**src/rtl/adxl362_spi_responder_pkg.sv**
```systemverilog
// Shared constants for the ADXL362 SPI responder: command codes, register
// map, fixed ID values, soft-reset key and FSM state encoding.
package adxl362_spi_responder_pkg;

  localparam logic [7:0] CMD_WRITE      = 8'h0A;
  localparam logic [7:0] CMD_READ       = 8'h0B;
  localparam logic [7:0] CMD_FIFO_READ  = 8'h0D;

  localparam logic [7:0] DEVID_MST_VAL  = 8'h1D;
  localparam logic [7:0] REVID_VAL      = 8'h01;
  localparam logic [7:0] SOFT_RESET_KEY = 8'h52;
  localparam logic [7:0] WR_REG_DEFAULT = 8'h00;

  localparam logic [5:0] ADDR_DEVID_AD   = 6'h00;
  localparam logic [5:0] ADDR_DEVID_MST  = 6'h01;
  localparam logic [5:0] ADDR_PARTID     = 6'h02;
  localparam logic [5:0] ADDR_REVID      = 6'h03;
  localparam logic [5:0] ADDR_XDATA      = 6'h08;
  localparam logic [5:0] ADDR_YDATA      = 6'h09;
  localparam logic [5:0] ADDR_ZDATA      = 6'h0A;
  localparam logic [5:0] ADDR_STATUS     = 6'h0B;
  localparam logic [5:0] ADDR_XDATA_L    = 6'h0E;
  localparam logic [5:0] ADDR_XDATA_H    = 6'h0F;
  localparam logic [5:0] ADDR_YDATA_L    = 6'h10;
  localparam logic [5:0] ADDR_YDATA_H    = 6'h11;
  localparam logic [5:0] ADDR_ZDATA_L    = 6'h12;
  localparam logic [5:0] ADDR_ZDATA_H    = 6'h13;
  localparam logic [5:0] ADDR_SOFT_RESET = 6'h1F;
  localparam logic [5:0] ADDR_WR_FIRST   = 6'h1F;
  localparam logic [5:0] ADDR_WR_LAST    = 6'h2E;

  localparam int NUM_WR_REGS = 16;

  typedef enum logic [2:0] {
    ST_IDLE    = 3'd0,
    ST_CMD     = 3'd1,
    ST_ADDR    = 3'd2,
    ST_WR_DATA = 3'd3,
    ST_RD_DATA = 3'd4,
    ST_IGNORE  = 3'd5
  } state_t;

  // High byte of a 12-bit sample: sign-extended upper nibble.
  function automatic logic [7:0] sample_hi(input logic [11:0] s);
    return {{4{s[11]}}, s[11:8]};
  endfunction

  function automatic logic is_writable(input logic [5:0] a);
    return (a >= ADDR_WR_FIRST) && (a <= ADDR_WR_LAST);
  endfunction

  // 0x1F..0x2E maps onto 0..15 by adding one to the low nibble (0xF wraps to 0).
  function automatic logic [3:0] wr_index(input logic [5:0] a);
    return a[3:0] + 4'd1;
  endfunction

endpackage

```
**src/rtl/adxl362_spi_responder_spi_sync_edge.sv**
```systemverilog
// Multi-flop synchronizer with optional rise/fall detection on the
// synchronized level.
module adxl362_spi_responder_spi_sync_edge
  import adxl362_spi_responder_pkg::*;
#(
  parameter int   STAGES    = 2,
  parameter logic RESET_VAL = 1'b0,
  parameter bit   EDGE_EN   = 1'b1
) (
  input  logic clk,
  input  logic rst_n,
  input  logic din,
  output logic dout,
  output logic rise,
  output logic fall
);

  logic [STAGES-1:0] sync_q;

  // Shift the asynchronous input through the synchronizer chain.
  always_ff @(posedge clk or negedge rst_n) begin
    if (!rst_n) sync_q <= {STAGES{RESET_VAL}};
    else        sync_q <= {sync_q[STAGES-2:0], din};
  end

  assign dout = sync_q[STAGES-1];

  generate
    if (EDGE_EN) begin : g_edge
      logic prev_q;

      // Remember the previous synchronized level for edge detection.
      always_ff @(posedge clk or negedge rst_n) begin
        if (!rst_n) prev_q <= RESET_VAL;
        else        prev_q <= dout;
      end

      assign rise = dout & ~prev_q;
      assign fall = ~dout & prev_q;
    end else begin : g_no_edge
      assign rise = 1'b0;
      assign fall = 1'b0;
    end
  endgenerate

endmodule

```
**src/rtl/adxl362_spi_responder.sv**
```systemverilog
// ADXL362 register-protocol SPI slave (mode 0) for PmodACL2 bench use.
//
// state      | meaning
// -----------+-----------------------------------------------------------
// ST_IDLE    | cs_n high (or not yet seen high since reset), waiting for fall
// ST_CMD     | shifting in the command byte
// ST_ADDR    | shifting in the register address byte
// ST_WR_DATA | each completed byte writes addr, then addr increments
// ST_RD_DATA | miso shifts snapshotted bytes out, addr increments per byte
// ST_IGNORE  | unsupported command or post-soft-reset; miso held at 0
module adxl362_spi_responder
  import adxl362_spi_responder_pkg::*;
#(
  parameter int         SYNC_STAGES = 2,
  parameter logic [7:0] DEVID_AD    = 8'hAD,
  parameter logic [7:0] PARTID      = 8'hF2
) (
  input  logic        clk,
  input  logic        rst_n,
  input  logic        sclk,
  input  logic        cs_n,
  input  logic        mosi,
  output logic        miso,
  output logic        miso_oe,
  input  logic        sample_valid,
  input  logic [11:0] sample_x,
  input  logic [11:0] sample_y,
  input  logic [11:0] sample_z,
  output logic        wr_strobe,
  output logic [5:0]  wr_addr,
  output logic [7:0]  wr_data,
  output logic [15:0] txn_count
);

  logic sclk_rise, sclk_fall, sclk_lvl_unused;
  logic cs_rise, cs_fall, cs_lvl_unused;
  logic mosi_s, mosi_rise_unused, mosi_fall_unused;

  adxl362_spi_responder_spi_sync_edge #(
    .STAGES(SYNC_STAGES), .RESET_VAL(1'b0), .EDGE_EN(1'b1)
  ) u_sync_sclk (
    .clk(clk), .rst_n(rst_n), .din(sclk),
    .dout(sclk_lvl_unused), .rise(sclk_rise), .fall(sclk_fall)
  );

  // cs_n restarts low out of reset: a low cs_n at release produces no fall,
  // so a transaction already in flight is skipped until cs_n goes high.
  adxl362_spi_responder_spi_sync_edge #(
    .STAGES(SYNC_STAGES), .RESET_VAL(1'b0), .EDGE_EN(1'b1)
  ) u_sync_cs (
    .clk(clk), .rst_n(rst_n), .din(cs_n),
    .dout(cs_lvl_unused), .rise(cs_rise), .fall(cs_fall)
  );

  adxl362_spi_responder_spi_sync_edge #(
    .STAGES(SYNC_STAGES), .RESET_VAL(1'b0), .EDGE_EN(1'b0)
  ) u_sync_mosi (
    .clk(clk), .rst_n(rst_n), .din(mosi),
    .dout(mosi_s), .rise(mosi_rise_unused), .fall(mosi_fall_unused)
  );

  state_t      state_q, state_d;
  logic [2:0]  bit_cnt_q;
  logic [6:0]  shift_in_q;
  logic [7:0]  shift_out_q;
  logic [5:0]  addr_q;
  logic        is_wr_q;
  logic        byte_seen_q;
  logic        status_q;
  logic [11:0] sx_q, sy_q, sz_q;
  logic [7:0]  regs_q [NUM_WR_REGS];

  logic [7:0]  rx_byte;
  logic        byte_done;
  logic        wr_hit;
  logic        soft_reset_hit;
  logic        rd_load;
  logic [5:0]  rd_addr;
  logic [7:0]  rd_data;

  assign rx_byte        = {shift_in_q, mosi_s};
  assign byte_done      = sclk_rise && (bit_cnt_q == 3'd7) && (state_q != ST_IDLE);
  assign wr_hit         = (state_q == ST_WR_DATA) && byte_done && is_writable(addr_q);
  assign soft_reset_hit = wr_hit && (addr_q == ADDR_SOFT_RESET) && (rx_byte == SOFT_RESET_KEY);
  assign rd_load        = byte_done &&
                          (((state_q == ST_ADDR) && !is_wr_q) || (state_q == ST_RD_DATA));
  assign rd_addr        = (state_q == ST_ADDR) ? rx_byte[5:0] : addr_q + 6'd1;

  // Register read mux, evaluated at the address about to be loaded.
  always_comb begin
    rd_data = 8'h00;
    case (rd_addr)
      ADDR_DEVID_AD:  rd_data = DEVID_AD;
      ADDR_DEVID_MST: rd_data = DEVID_MST_VAL;
      ADDR_PARTID:    rd_data = PARTID;
      ADDR_REVID:     rd_data = REVID_VAL;
      ADDR_XDATA:     rd_data = sx_q[11:4];
      ADDR_YDATA:     rd_data = sy_q[11:4];
      ADDR_ZDATA:     rd_data = sz_q[11:4];
      ADDR_STATUS:    rd_data = {7'b0, status_q};
      ADDR_XDATA_L:   rd_data = sx_q[7:0];
      ADDR_XDATA_H:   rd_data = sample_hi(sx_q);
      ADDR_YDATA_L:   rd_data = sy_q[7:0];
      ADDR_YDATA_H:   rd_data = sample_hi(sy_q);
      ADDR_ZDATA_L:   rd_data = sz_q[7:0];
      ADDR_ZDATA_H:   rd_data = sample_hi(sz_q);
      default: begin
        if (is_writable(rd_addr)) rd_data = regs_q[wr_index(rd_addr)];
      end
    endcase
  end

  // FSM state register.
  always_ff @(posedge clk or negedge rst_n) begin
    if (!rst_n) state_q <= ST_IDLE;
    else        state_q <= state_d;
  end

  // FSM next-state logic; cs_n rise aborts from any state.
  always_comb begin
    state_d = state_q;
    if (cs_rise) begin
      state_d = ST_IDLE;
    end else begin
      case (state_q)
        ST_IDLE: begin
          if (cs_fall) state_d = ST_CMD;
        end
        ST_CMD: begin
          if (byte_done) begin
            if ((rx_byte == CMD_WRITE) || (rx_byte == CMD_READ)) state_d = ST_ADDR;
            else                                                  state_d = ST_IGNORE;
          end
        end
        ST_ADDR: begin
          if (byte_done) state_d = is_wr_q ? ST_WR_DATA : ST_RD_DATA;
        end
        ST_WR_DATA: begin
          if (soft_reset_hit) state_d = ST_IGNORE;
        end
        default: state_d = state_q;
      endcase
    end
  end

  // Sample capture and DATA_READY; a new sample beats a same-cycle clear.
  always_ff @(posedge clk or negedge rst_n) begin
    if (!rst_n) begin
      sx_q     <= '0;
      sy_q     <= '0;
      sz_q     <= '0;
      status_q <= 1'b0;
    end else begin
      if (sample_valid) begin
        sx_q <= sample_x;
        sy_q <= sample_y;
        sz_q <= sample_z;
      end
      if (sample_valid)
        status_q <= 1'b1;
      else if (soft_reset_hit || (rd_load && (rd_addr == ADDR_XDATA_L)))
        status_q <= 1'b0;
    end
  end

  // Bit/byte shifting, address tracking, miso drive and transaction count.
  always_ff @(posedge clk or negedge rst_n) begin
    if (!rst_n) begin
      bit_cnt_q   <= '0;
      shift_in_q  <= '0;
      shift_out_q <= '0;
      addr_q      <= '0;
      is_wr_q     <= 1'b0;
      byte_seen_q <= 1'b0;
      miso        <= 1'b0;
      miso_oe     <= 1'b0;
      txn_count   <= '0;
    end else if (cs_rise) begin
      bit_cnt_q   <= '0;
      miso        <= 1'b0;
      miso_oe     <= 1'b0;
      byte_seen_q <= 1'b0;
      if (byte_seen_q) txn_count <= txn_count + 16'd1;
    end else if (state_q == ST_IDLE) begin
      if (cs_fall) begin
        bit_cnt_q   <= '0;
        byte_seen_q <= 1'b0;
      end
    end else begin
      if (sclk_rise) begin
        shift_in_q <= rx_byte[6:0];
        bit_cnt_q  <= bit_cnt_q + 3'd1;
      end
      if (byte_done) begin
        byte_seen_q <= 1'b1;
        case (state_q)
          ST_CMD:                 is_wr_q <= (rx_byte == CMD_WRITE);
          ST_ADDR:                addr_q  <= rx_byte[5:0];
          ST_WR_DATA, ST_RD_DATA: addr_q  <= addr_q + 6'd1;
          default: ;
        endcase
      end
      if (rd_load) begin
        shift_out_q <= rd_data;
      end else if (sclk_fall && (state_q == ST_RD_DATA)) begin
        miso        <= shift_out_q[7];
        miso_oe     <= 1'b1;
        shift_out_q <= {shift_out_q[6:0], 1'b0};
      end
    end
  end

  // Writable register file and the write report; soft reset overrides the write.
  always_ff @(posedge clk or negedge rst_n) begin
    if (!rst_n) begin
      wr_strobe <= 1'b0;
      wr_addr   <= '0;
      wr_data   <= '0;
      for (int i = 0; i < NUM_WR_REGS; i++) regs_q[i] <= WR_REG_DEFAULT;
    end else begin
      wr_strobe <= 1'b0;
      if (wr_hit && !cs_rise) begin
        wr_strobe               <= 1'b1;
        wr_addr                 <= addr_q;
        wr_data                 <= rx_byte;
        regs_q[wr_index(addr_q)] <= rx_byte;
      end
      if (soft_reset_hit && !cs_rise) begin
        for (int i = 0; i < NUM_WR_REGS; i++) regs_q[i] <= WR_REG_DEFAULT;
      end
    end
  end

endmodule
```
**config.mk**
```make
export PLATFORM = sky130hd
export DESIGN_NAME = adxl362_spi_responder
export DESIGN_NICKNAME = d
export VERILOG_FILES = /design/src/rtl/adxl362_spi_responder_pkg.sv /design/src/rtl/adxl362_spi_responder_spi_sync_edge.sv /design/src/rtl/adxl362_spi_responder.sv
export SDC_FILE = /design/constraint.sdc
export NUM_CORES = 1
export LEC_CHECK = 0
export ABC_AREA = 1
export CORE_MARGIN = 2
export CORE_UTILIZATION = 54
export CTS_CLUSTER_DIAMETER = 120
export DETAILED_ROUTE_END_ITERATION = 16
export PLACE_DENSITY = 0.73
export REMOVE_ABC_BUFFERS = 1
export SYNTH_ARGS = -nofsm -noshare
export SYNTH_HDL_FRONTEND = slang
export SYNTH_SLANG_ARGS = --single-unit
```
**constraint.sdc**
```tcl
create_clock -name clk -period 4.3 [get_ports clk]
set_clock_uncertainty 0.05 [all_clocks]
set_input_delay 0.86 -clock clk [delete_from_list [all_inputs] [get_ports clk]]
set_output_delay 0.86 -clock clk [all_outputs]
set_load 0.005 [all_outputs]
```
==> impl_metrics.json <==
{
  "placed_cells_incl_taps": 1827,
  "fraction_of_registers_with_async_set_or_reset_after_synthesis_pct": 100,
  "die_w_um": 152,
  "first_pass_grt_wire_length_mm": 55.3,
  "floorplan.core_area_sq_mm": 0.0217,
  "layout.cells.most_common_list": "sky130_fd_sc_hd__nand2_1, sky130_fd_sc_hd__dfrtp_1, sky130_fd_sc_hd__inv_1",
  "synth_cells": 1511,
  "timing.max_slew.rel_slack_pct": 37.7,
  "setup_violations": 0,
  "gp_congestion": 0.959,
  "share_clk_of_total_power_pct": 45.5,
  "io_buffers": 74,
  "max_slew.worst_pin.slew_ns": 0.932,
  "power.combinational.fraction_pct": 8.7,
  "timing.final.crit_period_ns": 3.48,
  "grt_max_degree": 103,
  "final_max_slew_violation_count": 0,
  "synth-seq-cells": 235,
  "htree_num_levels": 1,
  "timing.fmax_mhz": 287,
  "timing.final.ws_setup_ns": 0.816,
  "timing_worst_setup_path_type": "reg2reg",
  "final_min_period_over_clock_period_pct": 81.0,
  "worstRegToRegCells": 14,
  "ys.warnings.count": 0,
  "drtPass1Iterations": 6,
  "grt_util_all_layers_pct": 29.4,
  "critical_path.endpoint_type": "register",
  "synthToLayoutAreaGrowth_pct": 15.8,
  "cts_root_buffer": "sky130_fd_sc_hd__clkbuf_16",
  "cts.sink_count": 235,
  "insertion_delay_ns": 0.54,
  "number_of_global_route_vias_before_repair": 10300,
  "max_stage_delay_ns": 0.74,
  "sw_frac_of_total_pct": 25.4,
  "place_ws_ns": 0.825,
  "syn_area_per_cell_sq_um": 7.84,
  "dpl-instance-area_sq_mm": 0.0128,
  "synthesis.area_sq_mm": 0.0118,
  "initial_antenna_violation_count": 0,
  "initial_core_util_pct": 54.6,
  "design_power_total_mw": 5.36,
  "rsz0062_at_grt": "false",
  "layout-drive-gt1-share_pct": 7.27,
  "timing.critical_path.required_ns": 4.67,
  "path_delay_family": "simple AND/OR/NAND/NOR gates",
  "rows": 54,
  "ir_drop_v": 0.000344,
  "status": "finished clean",
  "die_area_sq_mm": 0.0231,
  "crit_start_category": "register",
  "regToRegStartpoint": "state_q[2]",
  "clk_pin_slew_ns": 0.06,
  "dominantRegCellSynth": "sky130_fd_sc_hd__dfrtp_1",
  "fp.dieH_um": 152,
  "worstReg2RegEnd": "shift_out_q[2]",
  "numCtsBuffers": 26,
  "io-pin-count": 75,
  "final_antenna_net_count": 0,
  "crit_arrival_ns": 3.85,
  "cts_post_setup_buffers_inserted": 0,
  "leakagePower_nw": 6.69,
  "post_cts.resized_instances": 0,
  "drc": 0,
  "drt-vias-per-instance": 5.66,
  "critPathSlowestCell": "sky130_fd_sc_hd__nand2_1",
  "cts_tree": "done",
  "dp.final_hpwl_mm": 22.7,
  "final_cell_area_sq_mm": 0.0137,
  "max_cap_viol_count": 0,
  "totalNegativeSetupSlack_ns": 0,
  "final_hold_viol_count": 0,
  "worstPathMaxFanout": 32,
  "cp_cell_sequence": "inv_2 > nand2_2 > nor2_4 > nand2_1 > nand2_2 > nand2_2 > nand2_1 > nand2_1 > nand3_1 > nand3_1 > nand3_1 > nand3_1 > nand2_1 > a21oi_1",
  "total_switching_power_mw": 1.36,
  "detail_route.wirelength_mm": 33.7,
  "wl_per_cell_um": 18.0,
  "r2r_slack_ns": 0.82,
  "synth.distinct_cells": 41,
  "layout_commonest_cell": "sky130_fd_sc_hd__nand2_1",
  "design_internal_power_mw": 4.00,
  "power_density_mw_per_mm2": 391,
  "insertedDiodeCount": 0,
  "residual_overflow_from_global_routing": 0,
  "hold_path.class": "in2async",
  "final_net_count": 1626,
  "synth.yosys.seq_area_share_pct": 49.6,
  "seq_power_share_pct": 45.8,
  "drtIter0Drc": 1027,
  "layoutNonFillerInstCount": 1875,
  "path_buf_inv": 1,
  "edff_count_synth": 0,
  "cts_buffer_depth": 3,
  "cts_hold_buf": 0,
  "route.vias.total": 10600
}
stage by stage:
| stage | hold WS [ns] | util, % |
|---|---|---|
| after CTS | 0.298 | 63.2 |
| after global placement | 0.281 | 58.8 |
| final | 0.273 | 63.2 |
| after global routing | 0.306 | 63.2 |
| after floorplan | 0.281 | - |
| after detailed placement | 0.285 | 58.8 |
Yosys cell counts (4+ instances only):
cell,count,share of area (%)
sky130_fd_sc_hd__nor3_1,6,0.25
sky130_fd_sc_hd__clkbuf_1,15,0.48
sky130_fd_sc_hd__xnor2_1,9,0.67
sky130_fd_sc_hd__nand2_2,14,0.74
sky130_fd_sc_hd__o21ai_0,128,5.4
sky130_fd_sc_hd__nand3_1,140,5.9
sky130_fd_sc_hd__nor2_4,9,0.86
sky130_fd_sc_hd__a21oi_2,5,0.37
sky130_fd_sc_hd__nor2_1,92,2.9
sky130_fd_sc_hd__o22ai_1,79,4.2
sky130_fd_sc_hd__nor2_2,6,0.32
sky130_fd_sc_hd__inv_1,170,5.4
sky130_fd_sc_hd__a21oi_1,29,1.2
sky130_fd_sc_hd__buf_6,7,0.67
sky130_fd_sc_hd__inv_2,7,0.22
sky130_fd_sc_hd__nand4_1,12,0.63
sky130_fd_sc_hd__ha_1,9,0.95
sky130_fd_sc_hd__buf_2,22,0.93
sky130_fd_sc_hd__nand2_1,471,15
sky130_fd_sc_hd__nand3_2,4,0.34
sky130_fd_sc_hd__clkinv_1,4,0.13
sky130_fd_sc_hd__nand2_4,5,0.48
sky130_fd_sc_hd__dfrtp_1,235,50
sky130_fd_sc_hd__xor2_1,4,0.30
final cells by class:
cell class / instances / area (sq um)
clock buffer: 31 / 731
clock inverter: 17 / 224
fill: 1903 / 7970
inverter: 182 / 686
multi-input combinational: 1046 / 5010
sequential: 235 / 5880
tap: 280 / 350
timing repair buffer: 84 / 833
worst max path at each step:
stage,start,endpoint,slack (ns),depth (start not counted)
after floorplan,state_q[0],shift_out_q[0],1.48,13
after global routing,state_q[0],shift_out_q[2],0.45,13
final,state_q[2],shift_out_q[2],0.82,14
after CTS,state_q[2],shift_out_q[6],0.81,15
after detailed placement,state_q[2],shift_out_q[6],0.82,15
after global placement,state_q[0],shift_out_q[6],0.84,14
logic make-up (layout without fill, tap and decap cells):
kind of cell,after synthesis,after routing,synth area share [%]
XOR/XNOR,13,13,0.961
AO/OA/AOI/OAI,253,253,11.9
buffers and inverters,230,314,8.08
flip-flops,235,235,49.6
adder cells (fa/ha/maj),9,9,0.950
AND/OR/NAND/NOR,771,771,28.5
flip-flops by register name, indices dropped and copies added (netlist names), 6 cells and up:
| signal | flops |
|---|---|
| wr_addr | 6 |
| regs_q | 128 |
| sy_q | 12 |
| addr_q | 6 |
| shift_out_q | 8 |
| wr_data | 8 |
| sz_q | 12 |
| txn_count | 16 |
| shift_in_q | 7 |
| sx_q | 12 |
metal layers:
layer | vias up | global-route usage, % | wire [um]
li1 | 5027 | - | -
met1 | 5079 | 43.2 | 14900
met2 | 443 | 45.8 | 15300
met3 | 65 | 4.58 | 2530
met4 | 0 | 8.23 | 936
met5 | - | 0 | 0
power by group through the flow:
stage	logic, mW	registers [mW]	clock network [mW]
2_1_floorplan	0.279	2.45	0
3_3_place_gp	0.455	2.49	0
3_5_place_dp	0.464	2.49	0
4_1_cts	0.468	2.46	2.46
5_1_grt	0.534	2.47	2.54
6_report	0.465	2.46	2.44
No activity file was read; power rests on OpenSTA's default activity.
